**config.mk**
```make
export PLATFORM = sky130hd
export DESIGN_NAME = prog_fetch
export DESIGN_NICKNAME = d
export VERILOG_FILES = /design/src/rtl/hrm_pkg.sv /design/src/rtl/pfetch_pc.sv /design/src/rtl/prog_fetch.sv
export SDC_FILE = /design/constraint.sdc
export NUM_CORES = 1
export LEC_CHECK = 0
export BUFFER_PORTS_ARGS = -buffer_cell sky130_fd_sc_hd__buf_2
export CORE_MARGIN = 2
export CORE_UTILIZATION = 45
export CTS_CLUSTER_DIAMETER = 120
export DETAILED_ROUTE_END_ITERATION = 6
export GPL_TIMING_DRIVEN = 0
export PLACE_DENSITY = 0.8
export SETUP_SLACK_MARGIN = 0.15
export SYNTH_ARGS = -nofsm -noshare
export SYNTH_HDL_FRONTEND = slang
export SYNTH_HIERARCHICAL = 1
export SYNTH_SLANG_ARGS = --single-unit
```
**constraint.sdc**
```tcl
create_clock -name clk -period 2.4 [get_ports clk]
set_clock_uncertainty 0.2 [all_clocks]
set_input_delay 0.48 -clock clk [delete_from_list [all_inputs] [get_ports clk]]
set_output_delay 0.48 -clock clk [all_outputs]
set_load 0.02 [all_outputs]
```
**src/rtl/hrm_pkg.sv**
```systemverilog
// ============================================================================
// Module      : hrm_pkg
// Description : Shared constants, FSM state encoding and opcode decode helper
//               for the program fetch unit.
// Revision    : 1.0 - initial release
// ============================================================================
`default_nettype none

package hrm_pkg;

  // Opcode / operand byte width
  localparam int c_OPCODE_W = 8;

  // Opcodes whose upper nibble falls in [c_OPND_LO, c_OPND_HI] carry one operand byte
  localparam logic [3:0] c_OPND_LO = 4'h2;
  localparam logic [3:0] c_OPND_HI = 4'hA;

  // Fetch sequencer states
  typedef enum logic [2:0] {
    S_IDLE    = 3'd0,
    S_OPC     = 3'd1,
    S_OPND_RD = 3'd2,
    S_OPND    = 3'd3,
    S_DONE    = 3'd4
  } fetchState_t;

  // Decode on the opcode's upper nibble only; the low nibble never affects length
  function automatic logic hasOperand(input logic [3:0] opHi);
    return (opHi >= c_OPND_LO) && (opHi <= c_OPND_HI);
  endfunction

endpackage

`default_nettype wire

```
**src/rtl/pfetch_pc.sv**
```systemverilog
// ============================================================================
// Module      : pfetch_pc
// Description : Program counter with jump load and increment. With
//               PFETCH_OVF_HALT_EN defined, an increment from all-ones holds
//               the counter and sets a sticky overflow flag; otherwise the
//               counter wraps and the flag is tied low.
// Revision    : 1.0 - initial release
// ============================================================================
`default_nettype none

module pfetch_pc #(
  parameter int PROG_ADDR_W = 8
) (
  input  logic                   clk,
  input  logic                   rst,
  input  logic                   load,
  input  logic [PROG_ADDR_W-1:0] loadAddr,
  input  logic                   inc,
  output logic [PROG_ADDR_W-1:0] pc,
  output logic                   ovf
);

  logic [PROG_ADDR_W-1:0] r_pc;

`ifdef PFETCH_OVF_HALT_EN
  logic r_ovf;

  // Load has priority over increment; saturate at all-ones and flag it
  always_ff @(posedge clk) begin
    if (rst) begin
      r_pc  <= '0;
      r_ovf <= 1'b0;
    end else if (load) begin
      r_pc <= loadAddr;
    end else if (inc) begin
      if (&r_pc) begin
        r_ovf <= 1'b1;
      end else begin
        r_pc <= r_pc + 1'b1;
      end
    end
  end

  assign ovf = r_ovf;
`else
  // Load has priority over increment; increment wraps modulo 2^PROG_ADDR_W
  always_ff @(posedge clk) begin
    if (rst) begin
      r_pc <= '0;
    end else if (load) begin
      r_pc <= loadAddr;
    end else if (inc) begin
      r_pc <= r_pc + 1'b1;
    end
  end

  assign ovf = 1'b0;
`endif

  assign pc = r_pc;

endmodule

`default_nettype wire

```
**src/rtl/prog_fetch.sv**
```systemverilog
// ============================================================================
// Module      : prog_fetch
// Description : Instruction fetch sequencer. Reads an opcode byte from a
//               synchronous program memory, optionally reads one operand byte,
//               and pulses IR / operand / done strobes. Optional feature macro:
//               PFETCH_OVF_HALT_EN (PC saturates, sticky overflow halts fetch).
// Revision    : 1.0 - initial release
// ============================================================================
`default_nettype none

module prog_fetch
  import hrm_pkg::*;
#(
  parameter int PROG_ADDR_W = 8
) (
  input  logic                   clk,
  input  logic                   rst,
  input  logic                   fetch_req,
  input  logic                   jmp_en,
  input  logic [PROG_ADDR_W-1:0] jmp_addr,
  output logic [PROG_ADDR_W-1:0] pmem_addr,
  input  logic [c_OPCODE_W-1:0]  pmem_data,
  output logic [c_OPCODE_W-1:0]  nIR,
  output logic                   wIR,
  output logic [c_OPCODE_W-1:0]  param,
  output logic                   wParam,
  output logic [PROG_ADDR_W-1:0] pc,
  output logic                   fetch_busy,
  output logic                   fetch_done,
  output logic                   pc_ovf
);

  fetchState_t             r_state;
  logic                    r_wIR;
  logic                    r_wParam;
  logic                    r_fetchDone;
  logic                    r_busy;
  logic [c_OPCODE_W-1:0]   r_param;

  logic                    w_pcLoad;
  logic                    w_pcInc;
  logic [PROG_ADDR_W-1:0]  w_pc;
  logic                    w_ovf;

  // Jumps only land in IDLE; the PC advances after each opcode and operand byte
  assign w_pcLoad = (r_state == S_IDLE) && jmp_en;
  assign w_pcInc  = (r_state == S_OPC) || (r_state == S_OPND);

  pfetch_pc #(
    .PROG_ADDR_W (PROG_ADDR_W)
  ) u_pc (
    .clk      (clk),
    .rst      (rst),
    .load     (w_pcLoad),
    .loadAddr (jmp_addr),
    .inc      (w_pcInc),
    .pc       (w_pc),
    .ovf      (w_ovf)
  );

  // Fetch sequencer; strobes are registered so they line up with their state
  always_ff @(posedge clk) begin
    if (rst) begin
      r_state     <= S_IDLE;
      r_wIR       <= 1'b0;
      r_wParam    <= 1'b0;
      r_fetchDone <= 1'b0;
      r_busy      <= 1'b0;
      r_param     <= '0;
    end else begin
      r_wIR       <= 1'b0;
      r_wParam    <= 1'b0;
      r_fetchDone <= 1'b0;
      case (r_state)
        S_IDLE: begin
          // A jump in the same cycle wins over the fetch request
          if (fetch_req && !jmp_en && !w_ovf) begin
            r_state <= S_OPC;
            r_wIR   <= 1'b1;
            r_busy  <= 1'b1;
          end
        end
        S_OPC: begin
          if (hasOperand(pmem_data[7:4])) begin
            r_state <= S_OPND_RD;
          end else begin
            r_state     <= S_DONE;
            r_fetchDone <= 1'b1;
          end
        end
        S_OPND_RD: begin
          // Memory is reading the incremented PC this cycle
          r_state <= S_OPND;
        end
        S_OPND: begin
          r_param     <= pmem_data;
          r_state     <= S_DONE;
          r_wParam    <= 1'b1;
          r_fetchDone <= 1'b1;
        end
        S_DONE: begin
          r_state <= S_IDLE;
          r_busy  <= 1'b0;
        end
        default: begin
          r_state <= S_IDLE;
          r_busy  <= 1'b0;
        end
      endcase
    end
  end

  assign pmem_addr  = w_pc;
  assign pc         = w_pc;
  assign nIR        = pmem_data;
  assign wIR        = r_wIR;
  assign param      = r_param;
  assign wParam     = r_wParam;
  assign fetch_busy = r_busy;
  assign fetch_done = r_fetchDone;
  assign pc_ovf     = w_ovf;

endmodule

`default_nettype wire

```
==> out/qor.txt, run 1 <==
Run status = complete, no violations
# rows = 18
Sequential area share after synthesis = 39.4%
Category of the worst setup path capture point = register
CTS tree = yes
Total routed wire length on the met1 layer = 1130 um
Setup fix buffers added after clock tree synthesis = 0
Via count of the first global-routing pass = 880
Clk root buf = clkbuf_4
Tot Pwr = 786 uW
Wire length on met3 = 108 um
Hold crit path type = in -> reg
Number of clock sinks = 23
Routed len/inst = 11.5 um
H-tree lvl count = 1
Most instantiated flip-flop cell in the synthesis netlist = dfxtp_1
Number of detailed-route iterations in the first pass = 4
Yosys warns = 6
Synthesized instance count = 127
Global route total overflow = 0
Most used cells in the layout excluding fill and tap cells = buf_2 (55), dfxtp_1 (23), buf_4 (19), nor2_1 (17), mux2i_1 (10)
DR DRC count = 0
Most common cell after layout, fill and taps aside = buf_2
Vias after detailed routing = 1054
Async set-or-reset flop fraction in the synthesized netlist = 0%
Pin count of the biggest net entering global routing = 15
Global-route wire length before repair = 3810 um
Clock network fraction of design power = 22.8%
Final worst path period share = 84.6%
Unrepaired setup endpoints after global routing = no
Max Clock Freq = 492 MHz
Fraction of layout instances using a drive strength above 1 = 44.6%
Placer congestion estimate = 0.775
Width of the die = 55.0 um
Number of flip-flops and latches in the synthesized netlist = 23
Net Sw Frac = 30.4%
Synthesized Nets = 148
Detail Placement HPWL = 1960 um
Global Route Usage Sum = 17.3%
Hold-fix buffer count after cts = 0
Count of antenna-violating nets left after detailed routing = 0
CP required = 2430 ps
Synth cell types = 31
Standby leakage power = 0.798 nW
Core footprint = 0.00248 sq mm
Number of nets in the final layout = 208
Endpoints failing hold = 0
Power density of the placed cells = 520 mW/mm^2
Number of max-capacitance violations reported = 0
Met2 WL = 1230 um
Power Internal = 546 uW
Power share of the sequential group = 53.4%
Worst supply voltage drop on vdd = 0.282 mV
Number of buffers between clock root and the deepest sink = 2
Number of port buffers = 55
Area growth from synthesis to layout = 29.3%
Highest metal used = met4
EDFF count, synth = 0
Violation count after the first detailed-routing iteration = 18
Minimum period implied by the final worst setup slack = 2030 ps
Number of resized instances in the post-cts repair step = 0
TritonCTS buffer count = 3
Final Max Tran Viols = 0
Starting density of the core = 47.2%
Peak fanout along the critical path = 10
Vias per Instance = 4.88
Average size of a mapped cell = 9.20 sq um
Insertion delay to the later sink of the worst-skew pair = 300 ps
Total negative slack for setup checks = 0 ps
Worst setup path category = reg -> reg
Arr. time, crit path = 2060 ps
Boundary Pins = 57
Antenna diodes = 0
WL final = 2480 um
Switching pwr = 239 uW
Antenna violations before repair = 0
Proportion of power drawn by combinational gates = 23.8%
Number of endpoints failing setup at the final stage = 0
Overall die area = 0.00302 sq mm
Post-Synthesis Cell Area = 0.00117 sq mm
Startpoint type of the worst setup path = register
Clock transition at path regs = 130 ps
Die boundary height = 55.0 um
==> cell type report <==
cell class / count / area [sq um]
clock inverters: 1 / 7.51
inverters: 4 / 15.0
plain buffers: 22 / 161
well taps: 30 / 37.5
multi-input cells: 78 / 532
repair buffers: 55 / 275
flip-flops and latches: 23 / 460
fillers: 220 / 966
clock buffers: 3 / 22.5
==> cells in the mapped netlist, types with 2 or more instances <==
cell | n | area share [%]
a211oi_1 | 3 | 1.9
a21oi_1 | 5 | 2.1
and3b_1 | 2 | 1.5
buf_4 | 19 | 12
clkbuf_1 | 2 | 0.64
dfxtp_1 | 23 | 39
inv_1 | 4 | 1.3
mux2i_1 | 10 | 8.6
nand2_1 | 3 | 0.96
nand3_1 | 3 | 1.3
nand4_1 | 3 | 1.6
nor2_1 | 17 | 5.5
nor3_1 | 2 | 0.86
nor3b_1 | 5 | 3.2
nor4b_1 | 2 | 1.5
o211ai_1 | 5 | 3.2
or4_1 | 2 | 1.3
xor2_1 | 4 | 3.0
==> registers in the layout, summed over array words and instances (netlist names) <==
register,flops
param,8
u_pc/pc,8
r_state,3
fetch_busy,1
fetch_done,1
wIR,1
wParam,1
==> metal layers <==
layer	track usage (%)	up-vias
li1	-	541
met1	23.6	484
met2	29.2	27
met3	2.42	2
met4	3.66	0
met5	0	-
==> power by group through the flow <==
stage               Clock [mW]  Combinational [mW]  Sequential [mW]
CTS                      0.188               0.188            0.420
detailed placement           0               0.187            0.428
global placement             0               0.182            0.427
finish                   0.179               0.187            0.420
floorplan                    0               0.110            0.442
global route             0.194               0.205            0.424
==> critical path, cell delays in order, from the launching register on <==
cell and delay [ps]:
dfxtp_1 450, and2b_1 210, buf_6 150, or3b_1 370, or4_1 470, o211ai_1 100
==> stage by stage <==
stage,setup slack (ps),area [sq um],util [%],hold slack (ps),cells
global placement,402,1480,59.8,250,212
floorplan,546,1170,-,293,127
global route,278,1510,61.0,217,216
CTS,377,1510,61.0,202,216
detailed placement,331,1480,59.8,263,212
finish,369,1510,61.0,213,216
==> cell families after synthesis <==
family	after synthesis	share of synthesized area [%]
xor+xnor	4	3.00
mux	11	9.53
simple gates	44	21.2
compound gates	17	10.4
buf+inv	26	15.1
fa+ha+maj	1	1.07
other cells	1	0.321
flops	23	39.4
==> path summary, 6_finish.rpt <==
path	start	to	slack [ps]	cells past startpoint
setup / recovery	r_state[0]$_SDFFE_PP0P_	u_pc/pc[7]$_SDFFE_PP0P_	370	5
hold / removal	jmp_addr[0]	u_pc/pc[0]$_SDFFE_PP0P_	210	3
setup reg to reg	r_state[0]$_SDFFE_PP0P_	u_pc/pc[7]$_SDFFE_PP0P_	370	5
hold reg to reg	fetch_busy$_SDFFE_PP0P_	fetch_busy$_SDFFE_PP0P_	300	2
Note: power is estimated with default switching activity, not from simulation.
==> inputs of run 2 (changes only) <==
Settings changed: ABC_AREA set to 1, CORE_UTILIZATION 45 to 46, PLACE_DENSITY 0.8 to 0.81.
Clock period 2.4 ns to 1.94 ns, I/O delays scaled along.
==> run 2 against run 1 <==
Net effect:
- worst hold slack got worse by 98 ps
- area after synthesis increased by 6.2%
- die area increased by 3.6%
- register-to-register slack got worse by 40 ps
- power increased by 40%
- critical path depth decreased by 3
- sequential share of layout area decreased by 1.3 points
- design area increased by 4.6%
- flip-flop and latch count unchanged
- cell count increased by 18%
- routed wire length increased by 3.7%
==> out/qor.txt, run 2 <==
Die boundary height = 55.9 um (was 55.0 um)
Number of detailed-route iterations in the first pass = 4 (unchanged)
CTS tree = yes (unchanged)
Peak fanout along the critical path = 7 (was 10)
Boundary Pins = 57 (unchanged)
Yosys warns = 6 (unchanged)
Final worst path period share = 87.7%
Starting density of the core = 49.2% (was 47.2%)
Top cell type by total area after synthesis = dfxtp_1 (unchanged)
Met2 WL = 1260 um (was 1230 um)
Sequential area share after synthesis = 37.1% (was 39.4%)
Standby leakage power = 0.852 nW (was 0.798 nW)
Detail Placement HPWL = 2060 um (was 1960 um)
Clk root buf = clkbuf_4 (unchanged)
Top-area cell type share of the netlist area = 37.1% (was 39.4%)
Count of antenna-violating nets left after detailed routing = 0 (unchanged)
# rows = 18 (unchanged)
Width of the die = 55.9 um (was 55.0 um)
Post-Synthesis Cell Area = 0.00124 sq mm (was 0.00117 sq mm)
Pin count of the biggest net entering global routing = 14 (was 15)
Max Clock Freq = 588 MHz
Endpoints failing hold = 0 (unchanged)
Number of port buffers = 55 (unchanged)
Via count of the first global-routing pass = 1049 (was 880)
Number of nets in the final layout = 246 (was 208)
WL final = 2570 um (was 2480 um)
H-tree lvl count = 1 (unchanged)
Power density of the placed cells = 697 mW/mm^2 (was 520 mW/mm^2)
Minimum period implied by the final worst setup slack = 1700 ps
Fraction of layout instances using a drive strength above 1 = 46.9% (was 44.6%)
Worst supply voltage drop on vdd = 0.421 mV (was 0.282 mV)
Insertion delay to the later sink of the worst-skew pair = 310 ps (was 300 ps)
Run status = complete, no violations (unchanged)
Critical path, cell by cell = buf_4, buf_2 (was and2b_1, buf_6, or3b_1, or4_1, o211ai_1)
Number of clock sinks = 23 (unchanged)
Post-synth top cells = nand2_1 (26), dfxtp_1 (23), nor2_1 (18) (was dfxtp_1 (23), buf_4 (19), nor2_1 (17))
EDFF count, synth = 0 (unchanged)
Number of resized instances in the post-cts repair step = 0 (unchanged)
Number of max-capacitance violations reported = 0 (unchanged)
Routed len/inst = 10.1 um (was 11.5 um)
Worst setup path category = reg -> out (was reg -> reg)
Total routed wire length on the met1 layer = 1110 um (was 1130 um)
Most instantiated flip-flop cell in the synthesis netlist = dfxtp_1 (unchanged)
Global Route Usage Sum = 16.7% (was 17.3%)
Worst Slack Setup Final = 239 ps (was 369 ps)
Number of flip-flops and latches in the synthesized netlist = 23 (unchanged)
Vias per Instance = 4.60 (was 4.88)
Antenna violations before repair = 0 (unchanged)
Critical path's largest stage delay = 500 ps (was 470 ps)
Most numerous cell in the Yosys netlist = nand2_1 (was dfxtp_1)
Synthesized instance count = 165 (was 127)
Vias after detailed routing = 1169 (was 1054)
Startpoint type of the worst setup path = register (unchanged)
Category of the worst setup path capture point = output port (was register)
Final core utilization = 62.7% (was 61.0%)
Placer congestion estimate = 0.751 (was 0.775)
Global route total overflow = 0 (unchanged)
Cell types occupying the most area after synthesis = dfxtp_1 (37%), buf_4 (10%), nand2_1 (7.9%) (was dfxtp_1 (39%), buf_4 (12%), mux2i_1 (8.6%))
Most common cell after layout, fill and taps aside = buf_2 (unchanged)
Area growth from synthesis to layout = 27.4% (was 29.3%)
Final Max Tran Viols = 0 (unchanged)
Total negative slack for setup checks = 0 ps (unchanged)
Hold crit path type = in -> reg (unchanged)
Synthesized Nets = 186 (was 148)
Setup fix buffers added after clock tree synthesis = 0 (unchanged)
Synth cell types = 27 (was 31)
Number of buffers between clock root and the deepest sink = 2 (unchanged)
Hold-fix buffer count after cts = 0 (unchanged)
Wire length on met3 = 192 um (was 108 um)
Unrepaired setup endpoints after global routing = no (unchanged)
Number of endpoints failing setup at the final stage = 0 (unchanged)
Most used cells in the layout excluding fill and tap cells = buf_2 (55), nand2_1 (26), dfxtp_1 (23), nor2_1 (18), buf_4 (17) (was buf_2 (55), dfxtp_1 (23), buf_4 (19), nor2_1 (17), mux2i_1 (10))
Slowest stage cell on the critical path = dfxtp_1 (was or4_1)
Global-route wire length before repair = 4360 um (was 3810 um)
Clock transition at path regs = 130 ps (about the same)
Core footprint = 0.00252 sq mm (was 0.00248 sq mm)
Violation count after the first detailed-routing iteration = 18 (unchanged)
DR DRC count = 0 (unchanged)
Overall die area = 0.00313 sq mm (was 0.00302 sq mm)
Async set-or-reset flop fraction in the synthesized netlist = 0% (unchanged)
Pre-CTS setup slack = 352 ps (was 331 ps)
Average size of a mapped cell = 7.52 sq um (was 9.20 sq um)
Highest metal used = met4 (unchanged)
CP required = 1350 ps (was 2430 ps)
Antenna diodes = 0 (unchanged)
Arr. time, crit path = 1110 ps (was 2060 ps)
TritonCTS buffer count = 3 (unchanged)
-- run 2: changes by cell type after synthesis, sizes merged, moves of 3 or more --
cell	previous run	this run
a211oi	3	0
a21oi	5	9
a22oi	0	4
inv	4	20
mux2i	10	0
nand2	3	30
nand3	3	8
nor2	17	31
nor3b	5	0
o211ai	6	1
o21ai	0	13
xor2	4	1
-- run 2: area by class of cell --
| cell class | instances | area (sq um) |
|---|---|---|
| flip-flops and latches | 23 | 460 |
| clock buffers | 3 | 22.5 |
| plain buffers | 18 | 139 |
| repair buffers | 55 | 275 |
| fillers | 245 | 941 |
| inverters | 20 | 80.1 |
| multi-input cells | 104 | 562 |
| clock inverters | 1 | 5.00 |
| well taps | 30 | 37.5 |
-- run 2: logic make-up (layout without fill, tap and decap cells) --
logic type               Yosys count  in the layout  share of synthesized area, %
buffers and inverters             38             97                          17.6
flip-flops                        23             23                          37.1
AO/OA/AOI/OAI                     29             29                          13.4
XOR/XNOR                           1              1                         0.706
adder cells (fa/ha/maj)            1              1                          1.01
AND/OR/NAND/NOR                   72             72                          29.8
other                              1              1                         0.302
-- run 2: power breakdown --
part | internal [mW] | switching, mW
combinational | 0.138 | 0.205
sequential | 0.503 | 0.0377
clock | 0.0768 | 0.142
total | 0.717 | 0.384
-- run 2: worst paths after layout --
path                           start                       to  slack, ps  depth (start not counted)
max          u_pc/pc[2]$_SDFFE_PP0P_             pmem_addr[2]        240                          2
min                     pmem_data[0]    param[0]$_SDFFE_PP0P_        120                          3
max reg2reg  r_state[1]$_SDFFE_PP0P_  u_pc/pc[7]$_SDFFE_PP0P_        330                          7
min reg2reg    param[7]$_SDFFE_PP0P_    param[7]$_SDFFE_PP0P_        310                          2
-- run 2: per-stage QoR --
| step | std cells | power (mW) | instance area, sq um | hold slack, ps |
|---|---|---|---|---|
| finish | 254 | 1.10 | 1580 | 115 |
| global route | 254 | 1.16 | 1580 | 106 |
| CTS | 254 | 1.12 | 1580 | 111 |
| detailed placement | 250 | 0.896 | 1550 | 282 |
| global placement | 250 | 0.889 | 1550 | 274 |
| floorplan | 165 | 0.791 | 1240 | 250 |
-- run 2: per-layer routing --
| layer | vias up | global-route usage (%) |
|---|---|---|
| li1 | 625 | - |
| met1 | 493 | 20.4 |
| met2 | 49 | 30.6 |
| met3 | 2 | 2.33 |
| met4 | 0 | 4.08 |
| met5 | - | 0 |
-- run 2: worst max-delay path: cells and delay by family (launching register included) --
kind     cells  cell delay (ps)
buf+inv      2              310
flops        1              500
==> inputs of run 3 (changes only) <==
Settings changed: CORE_UTILIZATION 46 to 33, MAX_ROUTING_LAYER set to met4, PLACE_DENSITY 0.81 to 0.62.
==> run 3 against run 2 <==
Net effect:
- maximum frequency is 4.8% higher
- clock power grew 33%
- non-clock buffer count did not move
- critical path type unchanged
==> out/qor.txt, run 3 (synthesized netlist as in run 2, its figures left out) <==
Worst setup path category = reg -> out (unchanged)
Total negative slack for setup checks = 0 ps (unchanged)
Post-route worst hold slack = 172 ps (was 115 ps)
Most common cell after layout, fill and taps aside = buf_2 (unchanged)
Number of port buffers = 55 (unchanged)
Number of placed instances, taps included = 268 (was 250)
Number of endpoints failing setup at the final stage = 0 (unchanged)
Most used cells in the layout excluding fill and tap cells = buf_2 (55), nand2_1 (26), dfxtp_1 (23), nor2_1 (18), buf_4 (17) (unchanged)
Setup fix buffers added after clock tree synthesis = 0 (unchanged)
Antenna violations before repair = 0 (unchanged)
WL final = 2580 um (was 2570 um)
Routed len/inst = 9.49 um (was 10.1 um)
CP required = 1350 ps (about the same)
Endpoints failing hold = 0 (unchanged)
Arr. time, crit path = 1030 ps (was 1110 ps)
Post-route cell area = 0.00162 sq mm (was 0.00158 sq mm)
Max Clock Freq = 616 MHz (was 588 MHz)
Critical path's top delay family = flip-flops (unchanged)
Placer congestion estimate = 0.746 (was 0.751)
Global route total overflow = 0 (unchanged)
Die boundary height = 65.3 um (was 55.9 um)
Violation count after the first detailed-routing iteration = 42 (was 18)
Via count of the first global-routing pass = 949 (was 1049)
Slowest stage cell on the critical path = dfxtp_1 (unchanged)
Peak fanout along the critical path = 7 (unchanged)
Antenna diodes = 0 (unchanged)
TritonCTS buffer count = 3 (unchanged)
Pin count of the biggest net entering global routing = 13 (was 14)
Flip-flop and latch area = 460 sq um (unchanged)
Minimum period implied by the final worst setup slack = 1620 ps (was 1700 ps)
Filler cell count = 409 (was 245)
Final core utilization = 44.6% (was 62.7%)
Clk root buf = clkbuf_8 (was clkbuf_4)
# rows = 22 (was 18)
Unrepaired setup endpoints after global routing = no (unchanged)
Insertion delay to the later sink of the worst-skew pair = 260 ps (was 310 ps)
Number of buffer and inverter stages on the critical path = 2 (unchanged)
Boundary Pins = 57 (unchanged)
Hold crit path type = in -> reg (unchanged)
Starting density of the core = 34.2% (was 49.2%)
Number of max-capacitance violations reported = 0 (unchanged)
Clock network fraction of design power = 24.9% (was 19.9%)
Number of detailed-route iterations in the first pass = 4 (unchanged)
Clock transition at path regs = 80 ps (was 130 ps)
Standby leakage power = 0.857 nW (was 0.852 nW)
Area growth from synthesis to layout = 30.6% (was 27.4%)
Number of nets in the final layout = 246 (unchanged)
DP Area = 0.00158 sq mm (was 0.00155 sq mm)
Core footprint = 0.00363 sq mm (was 0.00252 sq mm)
Power share of the sequential group = 46.0% (was 49.0%)
Width of the die = 65.3 um (was 55.9 um)
Startpoint type of the worst setup path = register (unchanged)
Critical path, cell by cell = buf_4, buf_2 (unchanged)
Vias per Instance = 4.17 (was 4.60)
CTS tree = yes (unchanged)
Net Sw Frac = 33.0% (was 34.9%)
Count of antenna-violating nets left after detailed routing = 0 (unchanged)
Power density of the placed cells = 724 mW/mm^2 (was 697 mW/mm^2)
Worst supply voltage drop on vdd = 0.211 mV (was 0.421 mV)
Pre-CTS setup slack = 327 ps (was 352 ps)
Vias after detailed routing = 1135 (was 1169)
Switching pwr = 388 uW (was 384 uW)
Run status = complete, no violations (unchanged)
Critical path's largest stage delay = 480 ps (was 500 ps)
H-tree lvl count = 1 (unchanged)
Area occupied by multi-input gates = 562 sq um (unchanged)
Non-filler instance count after layout = 272 (was 254)
Detail Placement HPWL = 2000 um (was 2060 um)
Overall die area = 0.00427 sq mm (was 0.00313 sq mm)
Tot Pwr = 1.17 mW (was 1.10 mW)
Global Route Usage Sum = 12.5% (was 16.7%)
Worst Slack Setup Final = 317 ps (was 239 ps)
Proportion of power drawn by combinational gates = 29.1% (was 31.1%)
Number of resized instances in the post-cts repair step = 0 (unchanged)
Number of clock sinks = 23 (unchanged)
Power Internal = 786 uW (was 717 uW)
Final Max Tran Viols = 0 (unchanged)
Fraction of layout instances using a drive strength above 1 = 46.4% (was 46.9%)
Hold-fix buffer count after cts = 0 (unchanged)
Global-route wire length before repair = 4060 um (was 4360 um)
Number of buffers between clock root and the deepest sink = 2 (unchanged)
Final worst path period share = 83.6% (was 87.7%)
DR DRC count = 0 (unchanged)
Category of the worst setup path capture point = output port (unchanged)
run 3: changes by cell type in the layout (fill, tap and decap cells not counted), sizes merged:
cell and change:
clkinv -1, clkbuf +1
run 3: metal layers:
metal	track usage [%]	share of wire, %	vias up
met5	-	0	-
met4	4.69	0.74	0
met3	2.74	5.7	2
met2	20.3	47	29
met1	15.1	47	478
li1	-	-	626
run 3: tightest hold or removal path, stage by stage:
cell,delay [ps]
buf_2,90
nor2_2,40
nor2_1,80
run 3: path summary, 6_finish.rpt:
check | startpoint | end | slack (ps) | cells past startpoint
worst min-delay path | pmem_data[1] | param[1]$_SDFFE_PP0P_ | 170 | 3
worst max register to register | r_state[1]$_SDFFE_PP0P_ | u_pc/pc[0]$_SDFFE_PP0P_ | 320 | 9
worst max-delay path | u_pc/pc[2]$_SDFFE_PP0P_ | pmem_addr[2] | 320 | 2
worst min register to register | param[1]$_SDFFE_PP0P_ | param[1]$_SDFFE_PP0P_ | 300 | 2
run 3: power groups by stage:
stage          Clock [mW]  Sequential [mW]  Combinational (mW)
2_1_floorplan           0            0.575               0.215
4_1_cts             0.307            0.540               0.346
3_5_place_dp            0            0.551               0.345
6_report            0.292            0.540               0.342
3_3_place_gp            0            0.551               0.342
5_1_grt             0.329            0.547               0.375
run 3: area by class of cell:
type                       count  area share, %
buffer                        18           8.56
sequential                    23           28.4
inverter                      20           4.94
multi-input combinational    104           34.6
timing repair buffer          55           17.0
tap                           48           3.70
clock buffer                   4           2.78
